**src/rtl/cache_line_addr_gen_pkg.sv**
```systemverilog
// Shared widths, mode encodings and FSM state type for the cache line address generator.
// Per-mode tag/index widths always sum to 28, leaving the 4-bit line offset below them.
package cache_cfg_pkg;

    localparam int WIDTH      = 32;
    localparam int MODES      = 4;
    localparam int SEL_W      = MODES - 2;
    localparam int LINE_BYTES = 16;
    localparam int BEAT_BYTES = 4;
    localparam int BEATS      = LINE_BYTES / BEAT_BYTES;
    localparam int CNT_W      = $clog2(BEATS);
    localparam int BEAT_SH    = $clog2(BEAT_BYTES);

    localparam int TAG_W = 19;
    localparam int IDX_W = 12;
    localparam int OFF_W = 4;

    localparam int TAG_W_DM = 16;
    localparam int TAG_W_2W = 17;
    localparam int TAG_W_4W = 18;
    localparam int TAG_W_8W = 19;

    localparam int IDX_W_DM = 12;
    localparam int IDX_W_2W = 11;
    localparam int IDX_W_4W = 10;
    localparam int IDX_W_8W = 9;

    typedef enum logic [SEL_W-1:0] {
        MODE_DM = 2'b00,
        MODE_2W = 2'b01,
        MODE_4W = 2'b10,
        MODE_8W = 2'b11
    } mode_t;

    typedef enum logic {
        IDLE  = 1'b0,
        BURST = 1'b1
    } state_t;

endpackage

```
**src/rtl/cache_line_addr_gen_if.sv**
```systemverilog
// Request-side and memory-side signals of the line address generator.
// master = cache controller / memory model view, slave = generator view.
interface cache_line_addr_gen_if;
    import cache_cfg_pkg::*;

    logic [SEL_W-1:0] selection_signal;
    logic             req_valid;
    logic             req_ready;
    logic [TAG_W-1:0] req_tag;
    logic [IDX_W-1:0] req_index;
    logic [OFF_W-1:0] req_offset;
    logic             mem_valid;
    logic             mem_ready;
    logic [WIDTH-1:0] mem_addr;
    logic             mem_last;
    logic             busy;
    logic             done;
    logic             req_err;

    modport master (
        output selection_signal, req_valid, req_tag, req_index, req_offset, mem_ready,
        input  req_ready, mem_valid, mem_addr, mem_last, busy, done, req_err
    );

    modport slave (
        input  selection_signal, req_valid, req_tag, req_index, req_offset, mem_ready,
        output req_ready, mem_valid, mem_addr, mem_last, busy, done, req_err
    );

endinterface

```
**src/rtl/cache_line_addr_gen_compose.sv**
```systemverilog
// Rebuilds a byte address from tag/index/offset for a given associativity mode and flags
// requests whose tag or index carry bits outside that mode's field widths.
module cache_addr_compose
    import cache_cfg_pkg::*;
(
    input  mode_t            mode,
    input  logic [TAG_W-1:0] tag,
    input  logic [IDX_W-1:0] index,
    input  logic [OFF_W-1:0] off,
    output logic [WIDTH-1:0] addr,
    output logic             fmt_err
);

    always_comb begin
        addr    = '0;
        fmt_err = 1'b0;
        case (mode)
            MODE_DM: begin
                addr    = {tag[TAG_W_DM-1:0], index[IDX_W_DM-1:0], off};
                fmt_err = |tag[TAG_W-1:TAG_W_DM];
            end
            MODE_2W: begin
                addr    = {tag[TAG_W_2W-1:0], index[IDX_W_2W-1:0], off};
                fmt_err = (|tag[TAG_W-1:TAG_W_2W]) | (|index[IDX_W-1:IDX_W_2W]);
            end
            MODE_4W: begin
                addr    = {tag[TAG_W_4W-1:0], index[IDX_W_4W-1:0], off};
                fmt_err = (|tag[TAG_W-1:TAG_W_4W]) | (|index[IDX_W-1:IDX_W_4W]);
            end
            MODE_8W: begin
                addr    = {tag[TAG_W_8W-1:0], index[IDX_W_8W-1:0], off};
                fmt_err = |index[IDX_W-1:IDX_W_8W];
            end
            default: begin
                addr    = '0;
                fmt_err = 1'b0;
            end
        endcase
    end

endmodule

```
**src/rtl/cache_line_addr_gen.sv**
```systemverilog
// Line burst address generator: accepts one refill/writeback request and walks the line
// beat by beat, wrapping inside the line from the critical word.
//
// state | meaning
// IDLE  | ready for a request; malformed requests are rejected with req_err
// BURST | presenting beat addresses to memory until the final beat handshakes
module cache_line_addr_gen
    import cache_cfg_pkg::*;
(
    input  logic                 clk,
    input  logic                 reset,
    cache_line_addr_gen_if.slave bus
);

    state_t           state_q, state_d;
    mode_t            mode_q, mode_d;
    logic [TAG_W-1:0] tag_q, tag_d;
    logic [IDX_W-1:0] idx_q, idx_d;
    logic [CNT_W-1:0] start_q, start_d;
    logic [CNT_W-1:0] cnt_q, cnt_d;
    logic [WIDTH-1:0] addr_q, addr_d;
    logic             valid_q, valid_d;
    logic             last_q, last_d;
    logic             busy_q, busy_d;
    logic             done_q, done_d;
    logic             err_q, err_d;
    logic             ready_q, ready_d;

    mode_t            c_mode;
    logic [TAG_W-1:0] c_tag;
    logic [IDX_W-1:0] c_idx;
    logic [OFF_W-1:0] c_off;
    logic [WIDTH-1:0] c_addr;
    logic             c_err;
    logic [CNT_W-1:0] beat_nxt;

    // One composer serves both the live request (IDLE) and the latched line (BURST), so
    // every beat is rebuilt from the latched fields and upper bits cannot drift.
    assign beat_nxt = start_q + cnt_q + CNT_W'(1);

    always_comb begin
        c_mode = mode_q;
        c_tag  = tag_q;
        c_idx  = idx_q;
        c_off  = {beat_nxt, {BEAT_SH{1'b0}}};
        if (state_q == IDLE) begin
            c_mode = mode_t'(bus.selection_signal);
            c_tag  = bus.req_tag;
            c_idx  = bus.req_index;
            c_off  = bus.req_offset & ~OFF_W'(BEAT_BYTES - 1);
        end
    end

    cache_addr_compose u_compose (
        .mode    (c_mode),
        .tag     (c_tag),
        .index   (c_idx),
        .off     (c_off),
        .addr    (c_addr),
        .fmt_err (c_err)
    );

    always_comb begin
        state_d = state_q;
        mode_d  = mode_q;
        tag_d   = tag_q;
        idx_d   = idx_q;
        start_d = start_q;
        cnt_d   = cnt_q;
        addr_d  = addr_q;
        valid_d = valid_q;
        last_d  = last_q;
        busy_d  = busy_q;
        ready_d = ready_q;
        done_d  = 1'b0;
        err_d   = 1'b0;
        case (state_q)
            IDLE: begin
                if (bus.req_valid && ready_q) begin
                    if (c_err) begin
                        err_d = 1'b1;
                    end else begin
                        state_d = BURST;
                        mode_d  = c_mode;
                        tag_d   = bus.req_tag;
                        idx_d   = bus.req_index;
                        start_d = c_off[OFF_W-1:BEAT_SH];
                        cnt_d   = '0;
                        addr_d  = c_addr;
                        valid_d = 1'b1;
                        last_d  = (CNT_W'(BEATS - 1) == '0);
                        busy_d  = 1'b1;
                        ready_d = 1'b0;
                    end
                end
            end
            BURST: begin
                if (bus.mem_ready) begin
                    if (cnt_q == CNT_W'(BEATS - 1)) begin
                        state_d = IDLE;
                        valid_d = 1'b0;
                        last_d  = 1'b0;
                        busy_d  = 1'b0;
                        ready_d = 1'b1;
                        done_d  = 1'b1;
                    end else begin
                        cnt_d  = cnt_q + CNT_W'(1);
                        addr_d = c_addr;
                        last_d = ((cnt_q + CNT_W'(1)) == CNT_W'(BEATS - 1));
                    end
                end
            end
            default: state_d = IDLE;
        endcase
    end

    always_ff @(posedge clk or negedge reset) begin
        if (!reset) begin
            state_q <= IDLE;
            mode_q  <= MODE_DM;
            tag_q   <= '0;
            idx_q   <= '0;
            start_q <= '0;
            cnt_q   <= '0;
            addr_q  <= '0;
            valid_q <= 1'b0;
            last_q  <= 1'b0;
            busy_q  <= 1'b0;
            done_q  <= 1'b0;
            err_q   <= 1'b0;
            ready_q <= 1'b1;
        end else begin
            state_q <= state_d;
            mode_q  <= mode_d;
            tag_q   <= tag_d;
            idx_q   <= idx_d;
            start_q <= start_d;
            cnt_q   <= cnt_d;
            addr_q  <= addr_d;
            valid_q <= valid_d;
            last_q  <= last_d;
            busy_q  <= busy_d;
            done_q  <= done_d;
            err_q   <= err_d;
            ready_q <= ready_d;
        end
    end

    assign bus.req_ready = ready_q;
    assign bus.mem_valid = valid_q;
    assign bus.mem_addr  = addr_q;
    assign bus.mem_last  = last_q;
    assign bus.busy      = busy_q;
    assign bus.done      = done_q;
    assign bus.req_err   = err_q;

endmodule
```
**src/flat_wrapper.sv**
```systemverilog
// flat-port wrapper written by rule: the top's interface ports become plain ports
module cache_line_addr_gen_flat import cache_cfg_pkg::*;
  (clk, reset, bus_selection_signal, bus_req_valid, bus_req_tag, bus_req_index, bus_req_offset, bus_mem_ready, bus_req_ready, bus_mem_valid, bus_mem_addr, bus_mem_last, bus_busy, bus_done, bus_req_err);
  cache_line_addr_gen_if bus_i ();
  input  logic clk;
  input  logic reset;
  input wire logic [$bits(bus_i.selection_signal)-1:0] bus_selection_signal;
  input wire logic [$bits(bus_i.req_valid)-1:0] bus_req_valid;
  input wire logic [$bits(bus_i.req_tag)-1:0] bus_req_tag;
  input wire logic [$bits(bus_i.req_index)-1:0] bus_req_index;
  input wire logic [$bits(bus_i.req_offset)-1:0] bus_req_offset;
  input wire logic [$bits(bus_i.mem_ready)-1:0] bus_mem_ready;
  output wire logic [$bits(bus_i.req_ready)-1:0] bus_req_ready;
  output wire logic [$bits(bus_i.mem_valid)-1:0] bus_mem_valid;
  output wire logic [$bits(bus_i.mem_addr)-1:0] bus_mem_addr;
  output wire logic [$bits(bus_i.mem_last)-1:0] bus_mem_last;
  output wire logic [$bits(bus_i.busy)-1:0] bus_busy;
  output wire logic [$bits(bus_i.done)-1:0] bus_done;
  output wire logic [$bits(bus_i.req_err)-1:0] bus_req_err;
  assign bus_i.selection_signal = bus_selection_signal;
  assign bus_i.req_valid = bus_req_valid;
  assign bus_i.req_tag = bus_req_tag;
  assign bus_i.req_index = bus_req_index;
  assign bus_i.req_offset = bus_req_offset;
  assign bus_i.mem_ready = bus_mem_ready;
  assign bus_req_ready = bus_i.req_ready;
  assign bus_mem_valid = bus_i.mem_valid;
  assign bus_mem_addr = bus_i.mem_addr;
  assign bus_mem_last = bus_i.mem_last;
  assign bus_busy = bus_i.busy;
  assign bus_done = bus_i.done;
  assign bus_req_err = bus_i.req_err;
  cache_line_addr_gen u_core (.clk(clk), .reset(reset), .bus(bus_i));
endmodule
```
**config.mk**
```make
export PLATFORM = sky130hd
export DESIGN_NAME = cache_line_addr_gen_flat
export DESIGN_NICKNAME = d
export VERILOG_FILES = /design/src/rtl/cache_line_addr_gen_pkg.sv /design/src/rtl/cache_line_addr_gen_if.sv /design/src/rtl/cache_line_addr_gen_compose.sv /design/src/rtl/cache_line_addr_gen.sv /design/src/flat_wrapper.sv
export SDC_FILE = /design/constraint.sdc
export NUM_CORES = 1
export LEC_CHECK = 0
export ABC_AREA = 1
export CORE_MARGIN = 4
export CORE_UTILIZATION = 47
export CTS_CLUSTER_DIAMETER = 80
export CTS_CLUSTER_SIZE = 10
export DETAILED_ROUTE_END_ITERATION = 8
export PLACE_DENSITY = 0.84
export SKIP_CTS_REPAIR_TIMING = 1
export SYNTH_ARGS = -nofsm -noshare
export SYNTH_HDL_FRONTEND = slang
export SYNTH_SLANG_ARGS = --single-unit
```
**constraint.sdc**
```tcl
create_clock -name clk -period 1.8 [get_ports clk]
set_clock_uncertainty 0.2 [all_clocks]
set_input_delay 0.36 -clock clk [delete_from_list [all_inputs] [get_ports clk]]
set_output_delay 0.36 -clock clk [all_outputs]
set_load 0.005 [all_outputs]
```
==> reports/results.tsv <==
metric	value	unit
status	complete, but fails checks	
violations	setup timing	
critPathMaxStageDelay	450	ps
path_max_fanout	15	
grt_first_pass_wirelength	17300	um
placedCellCount	737	
finalSetupViolCount	72	
path_class	register to register	
layout_min_cycle_time	2080	ps
wl	11400	um
power_density	611	mW/mm2
pwr-share-seq	46.4	%
max-vdd-ir-drop	407	uV
synth.most_common_cell	nand2_1	
p_comb_share	11.8	%
r2r_start	u_core.state_q	
critical_path_arrival	2100	ps
drive_gt1_share	18.9	%
cp_common_cell	nand2_1	
path_delay_family	simple AND/OR/NAND/NOR gates	
num_rows	33	
die_area	0.00987	mm2
cts.sinks	73	
grt_usage	21.4	%
cts_root_buf	clkbuf_8	
p_leak	3.39	nW
h-tree-depth	3	
crit_required	1820	ps
stdcell_count	777	
cts_made_buffers	9	
setup_ws	-279	ps
clk_latency	350	ps
timing.hold.ws	262	ps
die_x	99.3	um
antenna_left	0	
synth_cell_types	22	
synth_area	0.00392	mm2
antenna_found_initial	0	
cp_num_buf_inv	3	
area_growth	47.3	%
io_buffers	74	
gp_congestion	0.928	
reg2reg_depth	12	
drc	0	
detailroute.via_count	4100	
switching_share	24.8	%
async_reset_ff_share	100	%
ys.flop_type	dfrtp_1	
fin_nets	711	
core-area	0.00818	mm2
period_share	115	%
viasPerCell	5.28	
routedWlPerCell	14.6	um
fp.dieH	99.3	um
ys_seq_elements	73	
cts_tree	done	
intPower	0.00265	W
grt_pass1_vias	3692	
end_kind	register	
drtIter0Drc	203	
path_cells	clkinv_4 > buf_4 > nand2_1 > nand2_1 > nand3_1 > o21ai_2 > nand2_4 > nand2_4 > nand2_8 > buf_12 > nand2_1 > o21ai_1	
clk_pin_slew	80	ps
ys_top_cells_by_area	dfrtp_1 (46%), nand2_1 (22%), nand4_1 (7.8%)	
worstSetupStartpointType	register	
netSwitchingPower	0.000876	W
ios	79	
synth_warnings	0	
synth_enable_flop_cells	0	
hp-class	primary input to asynchronous set/reset pin	
firstDrtPassIters	4	
max_freq	0.481	GHz
initial_core_util	48.0	%
drv_slew	0	
synth_cells	536	
cap_violations	0	
rsz0062_at_grt	true	
syn_avg_cell_area	7.32	um2
synthTopCellsByCount	nand2_1 (233), dfrtp_1 (72), nand4_1 (49)	
dpl.hpwl	7150	um
cpMaxStageDelayCell	dfrtp_2	
p_clk_share	41.7	%
hold_viol	0	
fillerInstances	639	
cts_buffer_depth	2	
grt_start_max_net_pins	41	
ys_seq_area_share	46.6	%
grt_remaining_overflow	0	
reg2reg_slack	-280	ps
yosysTopAreaCellShare	45.9	%
rr_endpoint	u_core.start_q[0]	
synth_largest_area_cell	dfrtp_1	
antenna_cells	0	
metrics by stage:
step	setup TNS, ps	util, %	setup WS, ps	power [W]	instance area, um2
2_1_floorplan	-1350	-	-42.3	0.00184	3990
3_3_place_gp	-27550	62.6	-400	0.00205	5120
3_5_place_dp	-30340	62.6	-451	0.00206	5120
4_1_cts	-14230	65.4	-229	0.00352	5350
5_1_grt	-23320	70.6	-383	0.00367	5780
6_report	-15540	70.6	-279	0.00353	5780
flip-flops by register name, indices dropped and copies added (netlist names):
name / flops
u_core.bus.mem_valid: 1
u_core.cnt_q: 2
u_core.bus.req_err: 1
u_core.bus.done: 1
u_core.mode_q: 2
u_core.start_q: 2
u_core.bus.mem_addr: 30
u_core.idx_q: 12
u_core.state_q: 1
u_core.bus.mem_last: 1
u_core.tag_q: 19
u_core.bus.req_ready: 1
cells by family (layout without fill, tap and decap cells):
| logic type | count (synthesis) | after routing | share of synthesized area [%] |
|---|---|---|---|
| AND/OR/NAND/NOR | 309 | 309 | 34.2 |
| adder cells (fa/ha/maj) | 3 | 3 | 0.957 |
| flip-flops | 73 | 73 | 46.6 |
| other | 1 | 2 | 0.0956 |
| XOR/XNOR | 2 | 2 | 0.447 |
| AO/OA/AOI/OAI | 65 | 65 | 8.55 |
| buffers and inverters | 83 | 218 | 9.09 |
cell usage in the layout, fill, tap and decap left out, types with 3 or more instances in the layout:
cell / instances
buf_12: 7
ha_1: 3
clkinv_4: 4
nor2_1: 5
o21ai_2: 11
clkbuf_16: 3
nand2_2: 3
nand2_1: 230
clkbuf_8: 10
clkdlybuf4s50_1: 43
dfrtp_1: 71
nand2_4: 3
buf_4: 67
inv_1: 45
o21ai_1: 24
dlymetal6s2s_1: 30
nand4_1: 49
nand3_1: 11
o21ai_0: 28
worst max-delay path by stage:
stage                             from              endpoint  slack [ps]  depth (start not counted)
2_1_floorplan           u_core.state_q       u_core.cnt_q[1]         -40                         11
3_3_place_gp   bus_selection_signal[1]  u_core.bus.mem_valid        -400                         13
3_5_place_dp   bus_selection_signal[1]      u_core.tag_q[14]        -450                         14
4_1_cts                 u_core.state_q  u_core.bus.mem_valid        -230                         14
5_1_grt                 u_core.state_q     u_core.start_q[0]        -380                         12
6_report                u_core.state_q     u_core.start_q[0]        -280                         12
power by group through the flow:
| stage | Combinational, W | Clock (W) | Sequential [W] |
|---|---|---|---|
| after floorplan | 0.000164 | 0 | 0.00167 |
| after global placement | 0.000380 | 0 | 0.00167 |
| after detailed placement | 0.000390 | 0 | 0.00167 |
| after CTS | 0.000394 | 0.00149 | 0.00164 |
| after global routing | 0.000460 | 0.00157 | 0.00164 |
| final | 0.000418 | 0.00147 | 0.00164 |
worst reg2reg max path, stage by stage (launching register included):
cell	delay, ps
dfrtp_2	450
clkinv_4	100
buf_4	120
nand2_1	50
nand2_1	110
nand3_1	130
o21ai_2	180
nand2_4	90
nand2_4	110
nand2_8	100
buf_12	180
nand2_1	60
o21ai_1	80
final cells by class:
class	count	area, um2	share of cell area (%)
flip-flops and latches	73	1830	31.7
repair buffers	154	1560	27.0
clock inverters	6	91.3	1.58
inverters	48	185	3.21
multi-input cells	381	1840	31.8
well taps	105	131	2.27
clock buffers	10	138	2.38
metal layers:
metal,vias up,share of wire [%],GRT usage [%]
li1,1984,-,-
met1,1917,40,28.0
met2,169,51,35.9
met3,30,6.9,4.77
met4,0,2.4,6.09
met5,-,0,0
(Power assumes the default switching activity.)
